[config.mk]
export PLATFORM = sky130hd
export DESIGN_NAME = seg_scan
export DESIGN_NICKNAME = d
export VERILOG_FILES = /design/src/rtl/seg_scan_pkg.sv /design/src/rtl/seg_scan_div.sv /design/src/rtl/seg_scan.sv
export SDC_FILE = /design/constraint.sdc
export NUM_CORES = 1
export LEC_CHECK = 0
export CAP_MARGIN = 0
export CORE_MARGIN = 2
export CORE_UTILIZATION = 60
export CTS_BUF_LIST = sky130_fd_sc_hd__clkbuf_8
export DETAILED_ROUTE_END_ITERATION = 8
export GPL_TIMING_DRIVEN = 0
export MAX_ROUTING_LAYER = met4
export PLACE_DENSITY = 0.85
export SLEW_MARGIN = 20
export SYNTH_ARGS = -nofsm -noshare
export SYNTH_HDL_FRONTEND = slang
export SYNTH_HIERARCHICAL = 1
export SYNTH_SLANG_ARGS = --single-unit
[constraint.sdc]
create_clock -name clk -period 6.8 [get_ports clk]
set_clock_uncertainty 0.2 [all_clocks]
set_input_delay 1.36 -clock clk [delete_from_list [all_inputs] [get_ports clk]]
set_output_delay 1.36 -clock clk [all_outputs]
set_load 0.05 [all_outputs]
[src/rtl/seg_scan_pkg.sv]
// Shared constants and types for the 8-digit 7-segment scan controller.
// BLANK code, default timing and code/buffer types.
package seg_scan_pkg;

   localparam logic [4:0]  INBLANK        = 5'h1F;
   localparam int unsigned DefDigitCycles = 100000;
   localparam int unsigned DefBlinkFrames = 64;
   localparam int unsigned NumDigits      = 8;

   typedef logic [4:0]                  code_t;
   typedef logic [NumDigits-1:0][4:0]   frame_t;

endpackage

[src/rtl/seg_scan_div.sv]
// Digit slot counter: counts 0..DIGIT_CYCLES-1 and flags the terminal count.
module seg_scan_div
   import seg_scan_pkg::*;
#(
   parameter int unsigned DIGIT_CYCLES = DefDigitCycles
) (
   input  logic clk,
   input  logic rst_n,
   output logic tick_o
);

   localparam int unsigned W = (DIGIT_CYCLES > 1) ? $clog2(DIGIT_CYCLES) : 1;

   logic [W-1:0] div_q, div_d;

   assign tick_o = (div_q == W'(DIGIT_CYCLES - 1));

   always_comb begin
      div_d = tick_o ? '0 : div_q + W'(1);
   end

   always_ff @(posedge clk or negedge rst_n) begin
      if (!rst_n) begin
         div_q <= '0;
      end else begin
         div_q <= div_d;
      end
   end

endmodule

[src/rtl/seg_scan.sv]
// Time-multiplexed 8-digit scan controller with frame-aligned double buffering.
// Optional digit blinking is compiled in with `define SEG_BLINK_EN.
module seg_scan
   import seg_scan_pkg::*;
#(
   parameter int unsigned DIGIT_CYCLES = DefDigitCycles,
   parameter int unsigned BLINK_FRAMES = DefBlinkFrames
) (
   input  logic        clk,
   input  logic        rst_n,
   input  logic        load_i,
   input  logic [39:0] codes_in_i,
   input  logic [7:0]  blink_mask_i,
   output logic [4:0]  seg_code_o,
   output logic [7:0]  seg_en_o,
   output logic        frame_tick_o,
   output logic        pending_o
);

   logic   tick;
   logic   boundary;
   logic   blank_d;
   logic   [2:0] idx_q, idx_d;
   frame_t active_q, active_d;
   frame_t pend_q, pend_d;
   logic   pending_q, pending_d;
   code_t  seg_code_q, seg_code_d;
   logic   [7:0] seg_en_q, seg_en_d;
   logic   frame_tick_q;

   seg_scan_div #(
      .DIGIT_CYCLES (DIGIT_CYCLES)
   ) u_div (
      .clk    (clk),
      .rst_n  (rst_n),
      .tick_o (tick)
   );

   assign boundary = tick && (idx_q == 3'd7);

   // A load in the boundary cycle bypasses the pending buffer entirely.
   always_comb begin
      idx_d     = idx_q;
      active_d  = active_q;
      pend_d    = pend_q;
      pending_d = pending_q;
      if (tick) begin
         idx_d = idx_q + 3'd1;
      end
      if (boundary) begin
         if (load_i) begin
            active_d = frame_t'(codes_in_i);
         end else if (pending_q) begin
            active_d = pend_q;
         end
         pending_d = 1'b0;
      end else if (load_i) begin
         pend_d    = frame_t'(codes_in_i);
         pending_d = 1'b1;
      end
   end

`ifdef SEG_BLINK_EN
   localparam int unsigned FW = (BLINK_FRAMES > 1) ? $clog2(BLINK_FRAMES) : 1;

   logic [FW-1:0] fcnt_q, fcnt_d;
   logic          phase_q, phase_d;

   always_comb begin
      fcnt_d  = fcnt_q;
      phase_d = phase_q;
      if (boundary) begin
         if (fcnt_q == FW'(BLINK_FRAMES - 1)) begin
            fcnt_d  = '0;
            phase_d = ~phase_q;
         end else begin
            fcnt_d = fcnt_q + FW'(1);
         end
      end
      blank_d = phase_d && blink_mask_i[idx_d];
   end

   always_ff @(posedge clk or negedge rst_n) begin
      if (!rst_n) begin
         fcnt_q  <= '0;
         phase_q <= 1'b0;
      end else begin
         fcnt_q  <= fcnt_d;
         phase_q <= phase_d;
      end
   end
`else
   logic unused_cfg;
   assign unused_cfg = ^{blink_mask_i, BLINK_FRAMES};
   assign blank_d    = 1'b0;
`endif

   // Outputs are computed from next state so digit enable and code move together.
   always_comb begin
      seg_code_d = blank_d ? INBLANK : active_d[idx_d];
      seg_en_d   = 8'd1 << idx_d;
   end

   always_ff @(posedge clk or negedge rst_n) begin
      if (!rst_n) begin
         idx_q        <= '0;
         active_q     <= {NumDigits{INBLANK}};
         pend_q       <= {NumDigits{INBLANK}};
         pending_q    <= 1'b0;
         seg_code_q   <= INBLANK;
         seg_en_q     <= 8'h01;
         frame_tick_q <= 1'b0;
      end else begin
         idx_q        <= idx_d;
         active_q     <= active_d;
         pend_q       <= pend_d;
         pending_q    <= pending_d;
         seg_code_q   <= seg_code_d;
         seg_en_q     <= seg_en_d;
         frame_tick_q <= boundary;
      end
   end

   assign seg_code_o   = seg_code_q;
   assign seg_en_o     = seg_en_q;
   assign frame_tick_o = frame_tick_q;
   assign pending_o    = pending_q;

endmodule

# After elaboration in Yosys (flattened, before gate mapping)
# Index checks and enable logic that the tools add are counted.
totals:
  input_bits: 51
  reg_bits: 115
  output_inout_bits: 15
  wordCells: 41
classes:
  n_eq_ne: 2
  n_shift: 1
  n_bitwise: 1
  magnitude_cmp: 1
  n_mux: 9
  n_reduce_logical: 3
  add_sub_neg: 2
ops:
  columns: ["op", "n"]
  rows:
  - ["$mux 40", 3]
  - ["$add 17x1->17 const B", 1]
  - ["$eq 17x17->1 const B", 1]
  - ["$mux 17", 1]
  - ["$bmux 5 s3", 1]
  - ["$shl 1x3->8 const A", 1]
  - ["$mux 5", 1]
  - ["$lt 3x4->1 const B", 1]
  - ["$add 3x1->3 const B", 1]
  - ["$eq 3x3->1 const B", 1]
  - ["$mux 3", 1]
  - ["$mux 1", 2]
  - ["$reduce_and 2->1", 1]
  - ["$reduce_bool 2->1", 1]
  - ["$logic_and 1x1->1", 1]
  - ["$not 1->1", 1]

# Depth between registers and ports, before layout
logic_depth:
  ltp_word: 5
  depth_mapped: 11
  ltp_nobuf: 9

# Cells and area by module
# Netlist, hierarchy kept.
by_module_without_submodules:
  columns: ["module", "seq_area_each_um2", "cells_each", "n_inst", "area_each_um2"]
  rows:
  - ["seg_scan", 2560.0, 406, 1, 4593.2]
  - ["seg_scan_div", 425.4, 74, 1, 793.3]

# Worst setup path after synthesis
# Ideal clock, no wire load.
synth_path:
  path_type: "flip-flop to flip-flop"
  start: "register u_div.div_q[11]"
  end: "register seg_code_q[0], in the netlist seg_code_o[0]"
  arrival_time_ps: 2839
  required_ps: 6511
  slack_ps: 3673
  synth_period_minus_slack_ps: 3127
  setup_time_ps: 89
  stages_incl_launch_ff: 10
  n_path_buf: 2
  cell_sequence: "dfrtp_1 or4_1 or4_4 nor4_4 buf_4 mux2i_1 clkbuf_1 o31ai_1 a211oi_1 a21oi_1"
synth_via:
  elab_chain_cells: 5
  word_cells_on_any_way: 6
  cone_classes: "eq/ne (1); mux (4); reduce/logical (1)"
synth_rtl:
  columns: ["item", "line_no", "source"]
  rows:
  - ["from (decl)", "seg_scan_div.sv:14", "logic [W-1:0] div_q, div_d;"]
  - ["from (signal assigned)", "seg_scan_div.sv:26", "div_q <= div_d;"]
  - ["$eq 17x17->1 (*)", "seg_scan_div.sv:16", "assign tick_o = (div_q == W'(DIGIT_CYCLES - 1));"]
  - ["named net tick", "seg_scan.sv:20", "logic tick;"]
  - ["$logic_and 1x1->1", "seg_scan.sv:39", "assign boundary = tick && (idx_q == 3'd7);"]
  - ["$mux 40", "seg_scan.sv:50", "if (boundary) begin"]
  - ["$bmux 5 s3 (*)", "seg_scan.sv:100", "seg_code_d = blank_d ? INBLANK : active_d[idx_d];"]
  - ["$mux 5 (implied by the code) (*)", "seg_scan.sv:100", null]
  - ["named net seg_code_d[0]", "seg_scan.sv:27", "code_t seg_code_q, seg_code_d;"]
  - ["to (signal assigned)", "seg_scan.sv:118", "seg_code_q <= seg_code_d;"]
  - ["to (decl)", "seg_scan.sv:27", null]
# The timed path passes the listed nets; every way through them passes the cells marked *. The select of a mux whose other input is x is not followed.
# A chain may end at the register's enable or synchronous reset.

# Worst setup path in the final report
layout_path:
  start: "register u_div.div_q[11]"
  end: "register seg_code_q[1], in the netlist seg_code_o[1]"
# Same word-level chain as after synthesis.

==> flow_summary_export.csv <==
group,metric,value,unit
yosys,yosysSeqAreaShare,0.554,
yosys,synth_top_family_by_area,"simple AND/OR/NAND/NOR gates",
yosys,synth_seq_cells,115,
timing,slew_headroom,0.573,
clock_network,cts_buffers,17,
yosys,synth-adder-area-share,0.00697,
worst_setup_path,startpoint_type,"flop",
power_and_ir_drop,power.leakage,2.68,nW
grt,antenna_found_initial,0,
worst_setup_path,critPathSlowestCell,"or4_1",
power_and_ir_drop,power,0.00143,W
timing,tns,0,ns
detailed_routing,postRouteAntennaNets,0,
yosys,synth_mux_area_frac,0.0876,
yosys,netlist.area_leader.share,0.420,
timing,timing.fmax,0.272,GHz
grt,grt_pass1_wl,20.2,mm
floorplan,die_area,9750,µm²
yosys,synth_compound_area_frac,0.117,
timing,tightest_slew,0.636,ns
grt,first_global_vias,4103,
yosys,syn_avg_cell_area,11.2,µm²
clock_network,h-tree-depth,4,
floorplan,die-width,98.8,µm
place,hpwl,8.53,mm
yosys,synth_common_cells,"86 x dfstp_2, 84 x nor2_1, 41 x a21oi_1",
yosys,async_reset_ff_frac,1.00,
yosys,synth-edff-count,0,
yosys,syn_inst,480,
timing,slew_viol_final,0,
place,portBuffers,56,
floorplan,die_h,98.8,µm
clock_network,clkTransAtPathRegs,0.07,ns
place,place_congestion,0.863,
yosys,ys.flop_type,"dfstp_2",
power_and_ir_drop,ir_drop,0.000163,V
yosys,synth_top_cell_by_area,"dfstp_2",
clock_network,clock-root-buffer,"clkbuf_8",
detailed_routing,wl_per_cell,17.9,µm
worst_setup_path,critPathKind,"reg -> reg",
grt,grt_max_degree,81,
detailed_routing,wirelength,12.1,mm
hold_path,hold_path_class,"reg -> reg",
final_layout,layout-drive-gt1-share,0.325,
worst_setup_path,endpoint_kind,"flop",
yosys,ys_warn_count,6,
yosys,synth_cell_types,47,
clock_network,cts_resized,0,
detailed_routing,dr.first_iter.drc_count,275,
floorplan,start_util,0.618,
timing,period_share,0.540,
worst_setup_path,crit_path_max_incr_delay,0.57,ns
yosys,synth_xor_xnor_area_share,0.0244,
detailed_routing,drcViolationCount,0,
floorplan,core,8720,µm²
clock_network,cts_setup_buffers,0,
worst_setup_path,cp_cell_sequence,"or4_1, or4_4, nor4_4, buf_4, mux2i_1, clkbuf_1, o31ai_1, a211oi_1, a21oi_1",
floorplan,io_pins,66,
yosys,synth_area,5390,µm²
yosys,synth.most_common_cell,"dfstp_2",
grt,grt-ovfl-total,0,
power_and_ir_drop,power.density,221,nW/µm²
yosys,syn_nets,534,
detailed_routing,via_count,4029,
worst_setup_path,cp_max_fo,13,
clock_network,cts.sinks,115,
clock_network,ctsHoldBuffers,0,
detailed_routing,drt-pass1-iter-count,5,
timing,grt_setup_unrepaired,"false",
worst_setup_path,arrival,3.80,ns
grt,track_usage,0.273,
timing,hold_viol_final,0,
final_layout,n_antenna_cell,0,
run,drv_cap,0,
timing,fin_crit,3.67,ns
timing,setup_viol,0,
floorplan,rows,34,
yosys,synthTopCellsByArea,"dfstp_2 42%, dfrtp_1 13%, nor2_1 5.9%, mux2_2 5.0%, a21oi_1 3.8%",
final_layout,fin_nets,610,
clock_network,cts_tree,"built",
status,status,"completed",
final_layout,area_growth_syn_to_layout,20.2,%
clock_network,clock_path_buffers,2,
yosys,synthSimpleGateAreaFrac,0.172,
clock_network,clk_latency,0.42,ns
detailed_routing,vias_per_cell,5.95,
worst_setup_path,cp.required,6.93,ns
## cells in the final DEF, fill, tap and decap left out, drive strengths merged, types with 3 or more instances in the layout
| master | count |
|---|---|
| a211oi | 5 |
| a21oi | 49 |
| a221oi | 5 |
| and3b | 3 |
| buf | 28 |
| clkbuf | 25 |
| clkdlybuf4s50 | 55 |
| clkinv | 6 |
| clkinvlp | 3 |
| dfrtp | 29 |
| dfstp | 86 |
| ha | 3 |
| inv | 6 |
| mux2 | 41 |
| nand2 | 9 |
| nand2b | 16 |
| nand3 | 4 |
| nand4 | 4 |
| nor2 | 84 |
| nor3 | 10 |
| nor3b | 3 |
| o22ai | 24 |
| o31ai | 6 |
| o32ai | 5 |
| or2 | 3 |
| or2b | 5 |
| or3b | 21 |
| or4 | 3 |
| xnor2 | 9 |
| xor2 | 6 |
## metal layers
layer | vias up | share of wire | routed length [µm] | GRT usage
met5 | - | 0 | 0 | -
met4 | 0 | 0.022 | 271 | 0.0906
met3 | 27 | 0.058 | 707 | 0.0574
met2 | 146 | 0.48 | 5860 | 0.429
met1 | 2004 | 0.44 | 5300 | 0.356
li1 | 1852 | - | - | -
## final timing paths
path	end	slack [ns]	depth (start not counted)	start
setup / recovery	seg_code_o[1]	3.13	9	u_div/div_q[11]
hold / removal	u_div/div_q[0]	0.29	1	u_div/div_q[0]
setup reg to reg	seg_code_o[1]	3.13	9	u_div/div_q[11]
hold reg to reg	u_div/div_q[0]	0.29	1	u_div/div_q[0]
max in group asynchronous	pend_q[37]	5.05	2	rst_n
min in group asynchronous	frame_tick_o	0.63	1	rst_n
## worst max-delay path, delay by kind of cell (launching register included)
family | cells | cell delay, ns
AND/OR/NAND/NOR | 3 | 1.50
buffers and inverters | 2 | 0.70
flip-flops | 1 | 0.45
AO/OA/AOI/OAI | 3 | 0.42
multiplexers | 1 | 0.29
## sequential cells by signal, summed over array words and instances (netlist names)
| signal | cells |
|---|---|
| pending_o | 1 |
| frame_tick_o | 1 |
| seg_code_o | 5 |
| pend_q | 40 |
| seg_en_o | 8 |
| idx_q | 3 |
| u_div/div_q | 17 |
| active_q | 40 |
## cell families after synthesis
family,count (synthesis)
adders and majority gates,3
DFF,115
AOI/OAI and AO/OA,98
and+or+nand+nor,172
muxes,42
buffers and inverters,35
xor gates and xnor gates,15
## stage by stage
stage	util	cell area, µm²	instances	hold slack, ns	setup WS [ns]
after floorplan	-	5390	480	0.255	3.67
after global placement	0.697	6080	644	0.269	0.0441
after detailed placement	0.701	6110	645	0.274	3.16
after CTS	0.743	6480	677	0.295	3.12
after global routing	0.743	6480	677	0.312	2.86
final	0.743	6480	677	0.294	3.13
## power breakdown
part | total, W | internal [W] | leakage [nW] | switching, W
sequential | 0.000739 | 0.000727 | 1.28 | 0.0000119
clock | 0.000583 | 0.000311 | 0.192 | 0.000272
combinational | 0.000109 | 0.0000582 | 1.21 | 0.0000508
## layout make-up
type                       count  area [µm²]
clock buffer                  20         275
clock inverter                12        90.1
fill                         596        2240
tap                          108         135
timing repair buffer          57         589
buffer                        31         189
multi-input combinational    330        2200
sequential                   115        2990
inverter                       4        15.0
Note: power is estimated with default switching activity, not from simulation.
